[src/rtl/subbytes_seq.sv]
// AES SubBytes sequencer: streams a 128-bit state through a shared bank of
// NUM_SBOX registered sbox lanes, GROUPS bytes-groups per state, and reassembles the result.
module subbytes_seq #(
  parameter int unsigned NUM_SBOX = 4,
  parameter int unsigned SBOX_LAT = 1
) (
  input  logic                  clk,
  input  logic                  rst,
  input  logic                  in_valid,
  output logic                  in_ready,
  input  logic [127:0]          state_in,
  output logic [8*NUM_SBOX-1:0] sb_in,
  input  logic [8*NUM_SBOX-1:0] sb_out,
  output logic                  sb_active,
  output logic                  out_valid,
  input  logic                  out_ready,
  output logic [127:0]          state_out,
  output logic                  busy
);

  localparam int unsigned GROUPS = 16 / NUM_SBOX;
  localparam int unsigned CW     = (GROUPS > 1) ? $clog2(GROUPS) : 1;
  localparam int unsigned W      = 8 * NUM_SBOX;
  localparam logic [CW-1:0] LAST = CW'(GROUPS - 1);

  localparam logic [1:0] IDLE  = 2'd0;
  localparam logic [1:0] ISSUE = 2'd1;
  localparam logic [1:0] WAIT  = 2'd2;
  localparam logic [1:0] DONE  = 2'd3;

  logic [1:0]    state, state_nx;
  logic [CW-1:0] cnt, cnt_nx;
  logic          issue_nx;
  logic          accept;
  logic [127:0]  data_q;
  logic [127:0]  src;
  logic [W-1:0]  sb_nx;

  // Tracks which group is due back from the bank, independent of the FSM counter
  logic [SBOX_LAT-1:0] pv;
  logic [CW-1:0]       pidx [SBOX_LAT];
  logic                cap;
  logic [CW-1:0]       cap_idx;
  logic                cap_last;

  function automatic logic [7:0] get_byte(input logic [127:0] v, input int unsigned i);
    return v[127 - 8*i -: 8];
  endfunction

  assign cap      = pv[SBOX_LAT-1];
  assign cap_idx  = pidx[SBOX_LAT-1];
  assign cap_last = cap && (cap_idx == LAST);

  // State register
  always_ff @(posedge clk) begin
    if (rst) begin
      state <= IDLE;
      cnt   <= '0;
    end else begin
      state <= state_nx;
      cnt   <= cnt_nx;
    end
  end

  // Next state and the group to present on the bank next cycle
  always_comb begin
    state_nx = state;
    cnt_nx   = cnt;
    issue_nx = 1'b0;
    accept   = 1'b0;
    case (state)
      IDLE: begin
        if (in_valid) begin
          state_nx = ISSUE;
          cnt_nx   = '0;
          issue_nx = 1'b1;
          accept   = 1'b1;
        end
      end
      ISSUE: begin
        if (cnt == LAST) begin
          state_nx = WAIT;
        end else begin
          cnt_nx   = cnt + CW'(1);
          issue_nx = 1'b1;
        end
      end
      WAIT: begin
        if (cap_last) state_nx = DONE;
      end
      DONE: begin
        if (out_ready) state_nx = IDLE;
      end
      default: state_nx = IDLE;
    endcase
    src   = accept ? state_in : data_q;
    sb_nx = '0;
    if (issue_nx) begin
      for (int k = 0; k < NUM_SBOX; k++) begin
        sb_nx[8*k +: 8] = get_byte(src, 32'(cnt_nx) * NUM_SBOX + 32'(k));
      end
    end
  end

  // Capture tracking pipeline
  always_ff @(posedge clk) begin
    if (rst) begin
      pv <= '0;
      for (int j = 0; j < SBOX_LAT; j++) pidx[j] <= '0;
    end else begin
      pv[0]   <= (state == ISSUE);
      pidx[0] <= cnt;
      for (int j = 1; j < SBOX_LAT; j++) begin
        pv[j]   <= pv[j-1];
        pidx[j] <= pidx[j-1];
      end
    end
  end

  // Registered outputs and result assembly
  always_ff @(posedge clk) begin
    if (rst) begin
      in_ready  <= 1'b1;
      busy      <= 1'b0;
      out_valid <= 1'b0;
      sb_active <= 1'b0;
      sb_in     <= '0;
      data_q    <= '0;
      state_out <= '0;
    end else begin
      in_ready  <= (state_nx == IDLE);
      busy      <= (state_nx != IDLE);
      out_valid <= (state_nx == DONE);
      sb_active <= issue_nx;
      sb_in     <= sb_nx;
      if (accept) data_q <= state_in;
      if (cap) begin
        for (int k = 0; k < NUM_SBOX; k++) begin
          state_out[127 - 8*(32'(cap_idx) * NUM_SBOX + 32'(k)) -: 8] <= sb_out[8*k +: 8];
        end
      end
    end
  end

endmodule

[config.mk]
export PLATFORM = sky130hd
export DESIGN_NAME = subbytes_seq
export DESIGN_NICKNAME = d
export VERILOG_FILES = /design/src/rtl/subbytes_seq.sv
export SDC_FILE = /design/constraint.sdc
export NUM_CORES = 1
export LEC_CHECK = 0
export ABC_CLOCK_PERIOD_IN_PS = 3470
export CORE_ASPECT_RATIO = 1.25
export CORE_MARGIN = 5
export CORE_UTILIZATION = 51
export DETAILED_ROUTE_END_ITERATION = 8
export PLACE_DENSITY = 0.85
export SYNTH_ARGS = -nofsm -noshare
export SYNTH_HDL_FRONTEND = slang
export SYNTH_SLANG_ARGS = --single-unit
[constraint.sdc]
create_clock -name clk -period 3.47 [get_ports clk]
set_clock_uncertainty 0.1 [all_clocks]
set_input_delay 0.5205 -clock clk [delete_from_list [all_inputs] [get_ports clk]]
set_output_delay 0.5205 -clock clk [all_outputs]
set_load 0.1 [all_outputs]
# Yosys cells after proc, flatten, opt, wreduce, memory -nomap -nowiden
# Memory sizes are Yosys's and may differ from the RTL's.
# Cells that the tools add are included.
op_classes:
  n_shift: 12
  muxes: 22
  bitwise_logic: 1
  eq_ne: 6
  reduce_logical: 6
  add_sub_neg: 19
ops:
  columns: ["operator", "n"]
  rows:
  - ["variable shift 8 x 34 -> 135 bit (first input constant)", 4]
  - ["variable part select 135 x 33 -> 8 bit", 4]
  - ["variable part select 8 x 34 -> 135 bit", 4]
  - ["bitwise mux 128 bit", 4]
  - ["negation 32 -> 34 bit", 4]
  - ["2-to-1 mux 128 bit", 1]
  - ["subtractor 7 x 8 -> 9 bit (first input constant)", 6]
  - ["adder 4 x 2 -> 5 bit (second input constant)", 4]
  - ["subtractor 7 x 7 -> 8 bit (first input constant)", 2]
  - ["2-to-1 mux 2 bit", 7]
  - ["adder 4 x 1 -> 5 bit (second input constant)", 2]
  - ["== test 2 bit (second input constant)", 5]
  - ["case mux 2 bit (4 select lines)", 1]
  - ["2-to-1 mux 1 bit", 7]
  - ["logical NOT 2 bit", 2]
  - ["case mux 2 bit (2 select lines)", 1]
  - ["OR reduction 2 bit", 2]
  - ["adder 2 x 1 -> 2 bit (second input constant)", 1]
  - ["== test 2 x 1 -> 1 bit (second input constant)", 1]
  - ["case mux 1 bit (2 select lines)", 1]
  - ["nonzero test 2 bit", 1]
  - ["logical AND 1 bit", 1]
  - ["inverter 1 bit", 1]
totals:
  wordCells: 77
  out_inout_bits: 164
  n_memories: 1
  ff_bits: 297
  ramBits: 2
mem_list:
  columns: ["memory", "depth", "width", "read_ports", "rd_ports_with_merged_regs", "write_ports", "line_no", "rtl"]
  rows:
  - ["pidx", 1, 2, 1, 0, 1, "41", "logic [CW-1:0] pidx [SBOX_LAT];"]

# Depth between registers and ports, before layout
# Gate-level depths: netlist of run 1.
depth:
  word_depth: 7
  ltp_mapped: 8

# Worst setup path before layout of run 1
# Ideal clock, no wire load.
synth_timing:
  path_type: "reg-to-reg"
  start: "register cnt[1]"
  end: "register sb_in[26]"
  path_stages_with_launch: 9
  setup_time_ns: 0.136
  path_slack_ns: 1.806
  synth_period_minus_slack_ns: 1.664
  t_arrival_ns: 1.428
  path_buffers: 4
  required_ns: 3.234
  cell_sequence: "dfxtp_1 > buf_6 > nand2b_4 > buf_6 > a22o_4 > buf_6 > buf_6 > a211oi_2 > o32ai_1"
synth_via:
  elab_chain_cells: 6
  word_cells_on_any_way: 12
  cone_classes: "3 x add/sub; 1 x eq/ne; 1 x shift; 5 x mux; 1 x bitwise; 1 x reduce/logical"
synth_rtl:
  columns: ["element", "line_no", "rtl"]
  rows:
  - ["from (decl)", "32", "logic [CW-1:0] cnt, cnt_nx;"]
  - ["from (signal assigned)", "61", "cnt <= cnt_nx;"]
  - ["adder 2 x 1 -> 2 bit / == test 2 bit (equally long branches)", "84, 81", null]
  - ["2-to-1 mux 2 bit", "81", "if (cnt == LAST) begin"]
  - ["case mux 2 bit (2 select lines)", "71", "case (state)"]
  - ["adder 4 x 2 -> 5 bit", "100", "sb_nx[8*k +: 8] = get_byte(src, 32'(cnt_nx) * NUM_SBOX + 32'(k));"]
  - ["subtractor 7 x 8 -> 9 bit", "47", "return v[127 - 8*i -: 8];"]
  - ["variable part select 135 x 33 -> 8 bit", "47", null]
  - ["to (signal assigned)", "135", "sb_in <= sb_nx;"]
  - ["to (decl)", "12", "output logic [8*NUM_SBOX-1:0] sb_in,"]
# Several ways; a longest one is shown, not always the timed one.
# A chain may end at the register's enable or synchronous reset.

# Final worst setup path of run 1
layout_timing:
  start: "register sb_in[18]"
  end: "output port sb_in[18]"
# No word-level cell between the ends.

==> summary.txt, run 1 <==
Floorplanning
  • Initial Util: between 50% and 60%
  • Die Y: 177 um
  • Die ar.: 0.0255 sq mm
  • Die Wd: around 140 um
  • FP Rows: just over 60
  • I/O pin count: ~330
  • CORE AREA: 0.0222 sq mm

Synthesis
  • Compound-Gate Fraction of Synth Area: 19.2%
  • Area share of the largest cell type after synthesis: between 50% and 60%
  • Synth Flop Type: dfxtp_1
  • YS warnings: 0
  • Ys async rst share: 0%
  • Synth Area per Inst: between 8 and 9 sq um
  • Seq/Total Area, Yosys: between 50% and 60%
  • Synth Net Count: between 1500 and 2000
  • Proportion of synthesized area in mux cells: under 10%
  • Fraction of the mapped netlist area in adder cells: 0%
  • Distinct cell type count after synthesis: 32
  • Netlist Area Pre-Place: 0.0114 sq mm
  • Number of enable flip-flop cells after synthesis: 0
  • Synth Area in Simple Gates: 19.5%
  • Cells after synthesis: ~1400
  • Largest family of logic cells by synthesized area: simple AND/OR/NAND/NOR gates
  • Xor/xnor share of the synthesized area: less than 1%
  • Synthesized flop and latch total: about 300
  • Most common cell in the netlist: nand2_1
  • Top cells by area, synth: dfxtp_1 (52%), nand2_1 (17%), a21oi_1 (11%), mux2i_1 (2.8%), a221oi_1 (2.5%)
  • Area leader, netlist: dfxtp_1
  • Post-synth top cells: nand2_1 (517), dfxtp_1 (299), a21oi_1 (257)

Worst setup path
  • R2r setup slk: approximately 1.1 ns
  • Crit path launch type: flop
  • Critical Path Fanout Max: 1
  • Worst-path cell chain: clkdlybuf4s50_1
  • Crit path kind: flop to output pin
  • CP endpoint kind: output pin
  • Slowest-stage cell, CP: clkdlybuf4s50_1
  • Worst path bufs/invs: 1
  • Critical Path RT: 2.85 ns
  • Top delay family on crit path: buffers and inverters
  • Max incr delay on CP: around 1.2 ns
  • WP data arrival: between 2 and 2.5 ns

Cells and area
  • FF+latch area: roughly 0.0060 sq mm
  • Layout Cells excl Fill: between 1500 and 2000
  • Share of cells above drive strength 1: 5.65%
  • Fin util: 70.6%
  • Multi-input gate area: roughly 0.0048 sq mm
  • Area delta synth->final: 37.2%
  • Nets: approximately 1800
  • Fillers: about 1700
  • Post-route cell area: 0.0157 sq mm

Clock tree
  • Clock sinks: between 200 and 300
  • Max Root-Sink Buffers: 3
  • Htree depth: 1
  • Hold Buf Count CTS: 0
  • Worst-path clk slew: approximately 0.07 ns
  • Clock Latency Late Sink: 0.53 ns
  • TritonCTS clock tree: built
  • CTS root buf: clkbuf_16
  • CTS buffer count: 28
  • # Post-CTS Setup Buffers: 0
  • Cts repair resizes: 0

Run status
  • Outcome: finished clean

Timing
  • Final setup vio count: 0
  • Final min period: 2.77 ns
  • Final Cycle Share: approximately four fifths
  • Unrepaired setup endpoints after global routing: false
  • Fmax: between 300 and 400 MHz
  • Setup TNS: 0 ns
  • Final hold vios: 0
  • Pins over their slew limit: 0
  • Worst slew pin tran: roughly 1.0 ns
  • Hold WS: about 0.35 ns
  • Max-slew headroom: about a third

Routing
  • Initial DRC count: about 740
  • Drt via density: approximately 5.5
  • DRC Markers: 0
  • WL/cell: 17.7 um
  • Post-route ant nets: 0
  • Pre-antenna DRT Iters: 5
  • Total Wirelength: about 35 mm
  • Vias post-DR: approximately 11000

GRT
  • Initial antenna violation count: 3
  • Gr usage total: 26.0%
  • Global-route wire length before repair: approximately 54 mm
  • GRT Residual Overflow: 0
  • Largest net degree at the start of global routing: about 160
  • Vias in the first global route: between 10000 and 15000

Place
  • Placed Cells: ~1900
  • Placer Congestion: between 0.8 and 0.9
  • DPL Wire Length: about 23 mm
  • PortBufs: roughly 330
  • Post-Place Cell Area: around 0.015 sq mm

Hold path
  • Hold crit path type: flop to flop

Power and ir drop
  • PwrDens: ~520 mW/mm^2
  • Peak supply drop: a little under 0.4 mV
  • Static Leak: between 5 and 6 nW

Job
  • Max-cap violation count: 0
## sequential cells by signal, summed over array words and instances, names as in the netlist
register	cells
busy	1
cap	1
cnt	2
data_q	128
in_ready	1
out_valid	1
pidx	2
sb_active	1
sb_in	32
state	2
state_out	128
## layer usage
| metal | routed length, um | track usage, % |
|---|---|---|
| met1 | 13400 | 31.4 |
| met2 | 17100 | 45.0 |
| met3 | 3270 | 5.36 |
| met4 | 1340 | 10.6 |
| met5 | 27 | 0 |
## final timing paths
| path | startpoint | end | cells after the start |
|---|---|---|---|
| worst max-delay path | sb_in[18] | sb_in[18] | 1 |
| worst min-delay path | state_out[6] | state_out[6] | 2 |
| worst max register to register | cnt[0] | sb_in[13] | 4 |
| worst min register to register | state_out[6] | state_out[6] | 2 |
## layout by cell type, fill, tap and decap left out, types with 3 or more instances in the layout
| cell type | instances |
|---|---|
| nand2_1 | 517 |
| clkdlybuf4s50_1 | 316 |
| dfxtp_1 | 298 |
| a21oi_1 | 257 |
| nor2_1 | 38 |
| inv_1 | 32 |
| a221oi_1 | 32 |
| mux2i_1 | 32 |
| o32ai_1 | 32 |
| a211oi_1 | 30 |
| clkbuf_16 | 29 |
| buf_4 | 22 |
| clkbuf_8 | 9 |
| clkinv_2 | 6 |
| nor2b_1 | 5 |
| a211oi_2 | 4 |
| bufinv_16 | 4 |
| buf_12 | 4 |
| or2_2 | 3 |
| o21ai_0 | 3 |
## power by group
| part | internal, mW | switching, mW | total [mW] |
|---|---|---|---|
| Combinational | 0.412 | 0.799 | 1.21 |
| Sequential | 3.57 | 0.0841 | 3.65 |
| Clock | 1.99 | 1.30 | 3.29 |
## cell families after synthesis
group | count (synthesis)
xor gates and xnor gates | 1
AOI/OAI and AO/OA | 362
and+or+nand+nor | 577
DFF | 299
muxes | 33
buffers and inverters | 155
## layout make-up
| class | count | area share [%] |
|---|---|---|
| clock inverter | 12 | 1.07 |
| sequential | 299 | 38.2 |
| inverter | 32 | 0.766 |
| timing repair buffer | 343 | 21.8 |
| antenna | 1 | 0.0160 |
| multi-input combinational | 973 | 30.5 |
| tap | 283 | 2.26 |
| clock buffer | 39 | 5.38 |
## metrics by stage
stage | power [mW] | worst slack (ns)
finish | 8.16 | 0.703
detailed placement | 4.93 | 0.875
global route | 8.43 | 0.666
CTS | 8.19 | 0.696
floorplan | 4.49 | 1.81
global placement | 4.91 | 0.989
## worst min-delay path, cell delays in order, from the launching register on
cell	delay, ns
dfxtp_1	0.31
nand2_1	0.05
a21oi_1	0.05
Power figures use the tool's default switching activity.
==> run 2, diff against run 1 <==
Settings changed: ABC_CLOCK_PERIOD_IN_PS 3470 to 2800, CORE_UTILIZATION 51 to 48, PLACE_DENSITY 0.85 to 0.81.
Clock period 3.47 ns to 2.8 ns, I/O delays scaled along.
==> run 2 against run 1 <==
  * Highest routed layer unchanged
  * Register-to-register slack lost 0.51 ns
  * Largest power group unchanged
  * Sequential share of layout area rose by 1.0 points
  * Via count hardly changed
  * Largest cell class unchanged
  * Wire length decreased by 1.0%
  * Clock power grew 8.2%
==> summary.txt, run 2 (same netlist as run 1, synthesis figures left out) <==
Run status
  • Outcome: finished clean

Timing
  • Final setup vio count: 0
  • Worst slew pin tran: between 1 and 1.5 ns
  • Max-slew headroom: a little over a quarter
  • Unrepaired setup endpoints after global routing: false
  • Setup TNS: 0 ns
  • Final min period: about 2.2 ns
  • Final Cycle Share: between 70% and 80%
  • Fmax: ~450 MHz
  • Final hold vios: 0
  • Pins over their slew limit: 0
  • Hold WS: 0.0412 ns

Worst setup path
  • CP endpoint kind: flop
  • WP data arrival: about 2.5 ns
  • Slowest-stage cell, CP: dfxtp_1
  • Critical Path Fanout Max: 19
  • Critical Path RT: around 3 ns
  • CP startpoint: state[0]
  • Crit path launch type: flop
  • Most frequent CP cell: buf_4
  • R2R Path Start: state[0]
  • Critical Path End: sb_in[12]
  • Crit path kind: flop to flop
  • R2r setup slk: 0.59 ns
  • Max incr delay on CP: around 0.62 ns
  • Worst r2r path cells: 6
  • Reg-to-Reg End: sb_in[12]
  • Worst-path cell chain: nor2b_4, buf_4, a22oi_2, buf_4, mux2i_1, o32ai_1

GRT
  • Gr usage total: 24.4%
  • Global-route wire length before repair: about 55 mm
  • GRT Residual Overflow: 0
  • Vias in the first global route: between 10000 and 15000
  • Initial antenna violation count: 5
  • Largest net degree at the start of global routing: 101

Clock tree
  • # Post-CTS Setup Buffers: 0
  • Hold Buf Count CTS: 0
  • CTS buffer count: 28
  • Cts repair resizes: 0
  • CTS root buf: clkbuf_16
  • Htree depth: 1
  • Max Root-Sink Buffers: 3
  • Worst-path clk slew: roughly 0.06 ns
  • TritonCTS clock tree: built
  • Clock sinks: approximately 300
  • Clock Latency Late Sink: between 0.5 and 0.6 ns

Cells and area
  • Area delta synth->final: 33.6%
  • Commonest non-fill, non-tap cell in the layout: nand2_1
  • Commonest non-fill, non-tap cells in the layout: nand2_1 (517), dfxtp_1 (298), a21oi_1 (257), buf_4 (188), clkdlybuf4s50_1 (162)
  • Nets: roughly 1900
  • Post-route cell area: 0.0153 sq mm
  • Layout Cells excl Fill: between 1500 and 2000
  • Biggest regs: data_q x128, state_out x128, sb_in x32
  • Share of cells above drive strength 1: between 10 and 15%

Power and ir drop
  • Peak supply drop: 0.464 mV
  • PwrDens: approximately 630 mW/mm^2
  • Static Leak: around 5.9 nW

Floorplanning
  • FP Rows: 63
  • Die Wd: around 150 um
  • I/O pin count: 328
  • Initial Util: 48.5%
  • Die Y: 183 um
  • Die ar.: roughly 0.027 sq mm
  • CORE AREA: 0.0236 sq mm

Routing
  • Vias post-DR: about 11000
  • M1 WL: between 10 and 15 mm
  • Met2 wire length: 17.2 mm
  • Initial DRC count: between 600 and 700
  • DRC Markers: 0
  • Post-route ant nets: 0
  • Highest Signal Layer: met5
  • Drt via density: approximately 5.5
  • Total Wirelength: ~35 mm
  • WL/cell: roughly 17 um
  • Met3 WL: approximately 3.1 mm
  • Pre-antenna DRT Iters: 5

Place
  • DPL Wire Length: roughly 23 mm
  • PortBufs: 327
  • Placer Congestion: approximately 0.87
  • Placed Cells: 1953
  • Post-Place Cell Area: 0.0144 sq mm

Job
  • Max-cap violation count: 0

Hold path
  • WHS Path Cells: 2
  • Hold crit path type: input port to flop
-- run 2: changes by cell type in the layout (fill, tap and decap cells not counted) --
cell and delta:
buf_12 +2, bufinv_16 -4, clkdlybuf4s50_1 -154, clkinv_2 -4
clkinv_4 -2, clkbuf_8 -3, buf_4 +166, buf_6 +1
clkbuf_1 +6
-- run 2: where the power goes --
| part | internal [mW] | switching, mW | total (mW) |
|---|---|---|---|
| clock network | 2.03 | 1.53 | 3.56 |
| registers | 4.43 | 0.0982 | 4.52 |
| logic | 0.517 | 0.996 | 1.51 |
-- run 2: worst min path at each step --
stage	start	end	slack, ns
CTS	rst	data_q[65]	0.02
global placement	data_q[11]	data_q[11]	0.34
finish	rst	data_q[64]	0.04
detailed placement	data_q[56]	data_q[56]	0.35
floorplan	data_q[0]	data_q[0]	0.34
global route	rst	data_q[64]	0.04
-- run 2: area by class of cell --
class                      count  area (sq um)
antenna                        1          2.50
timing repair buffer         357          3160
clock buffer                  43           838
inverter                      32           120
sequential                   299          5990
fill                        1970          8290
clock inverter                 2          10.0
tap                          292           365
multi-input combinational    973          4790
-- run 2: metrics by stage --
| step | total power, mW | setup slack, ns | util [%] |
|---|---|---|---|
| 2_1_floorplan | 5.57 | 1.14 | - |
| 3_3_place_gp | 6.10 | 0.459 | 61.2 |
| 3_5_place_dp | 6.12 | 0.395 | 61.2 |
| 4_1_cts | 9.67 | 0.594 | 64.8 |
| 5_1_grt | 9.95 | 0.478 | 64.8 |
| 6_report | 9.60 | 0.589 | 64.8 |
-- run 2: layer usage --
metal  GRT usage [%]  vias up
met3            5.29       56
met1            30.1     5080
met5               0        -
met4            6.43        8
li1                -     5272
met2            43.1      506
-- run 2: worst max-delay path, delay by kind of cell (launching register included) --
| family | cells | cell delay (ns) |
|---|---|---|
| flops | 1 | 0.62 |
| buf+inv | 2 | 0.57 |
| simple gates | 1 | 0.27 |
| mux | 1 | 0.26 |
| compound gates | 2 | 0.24 |
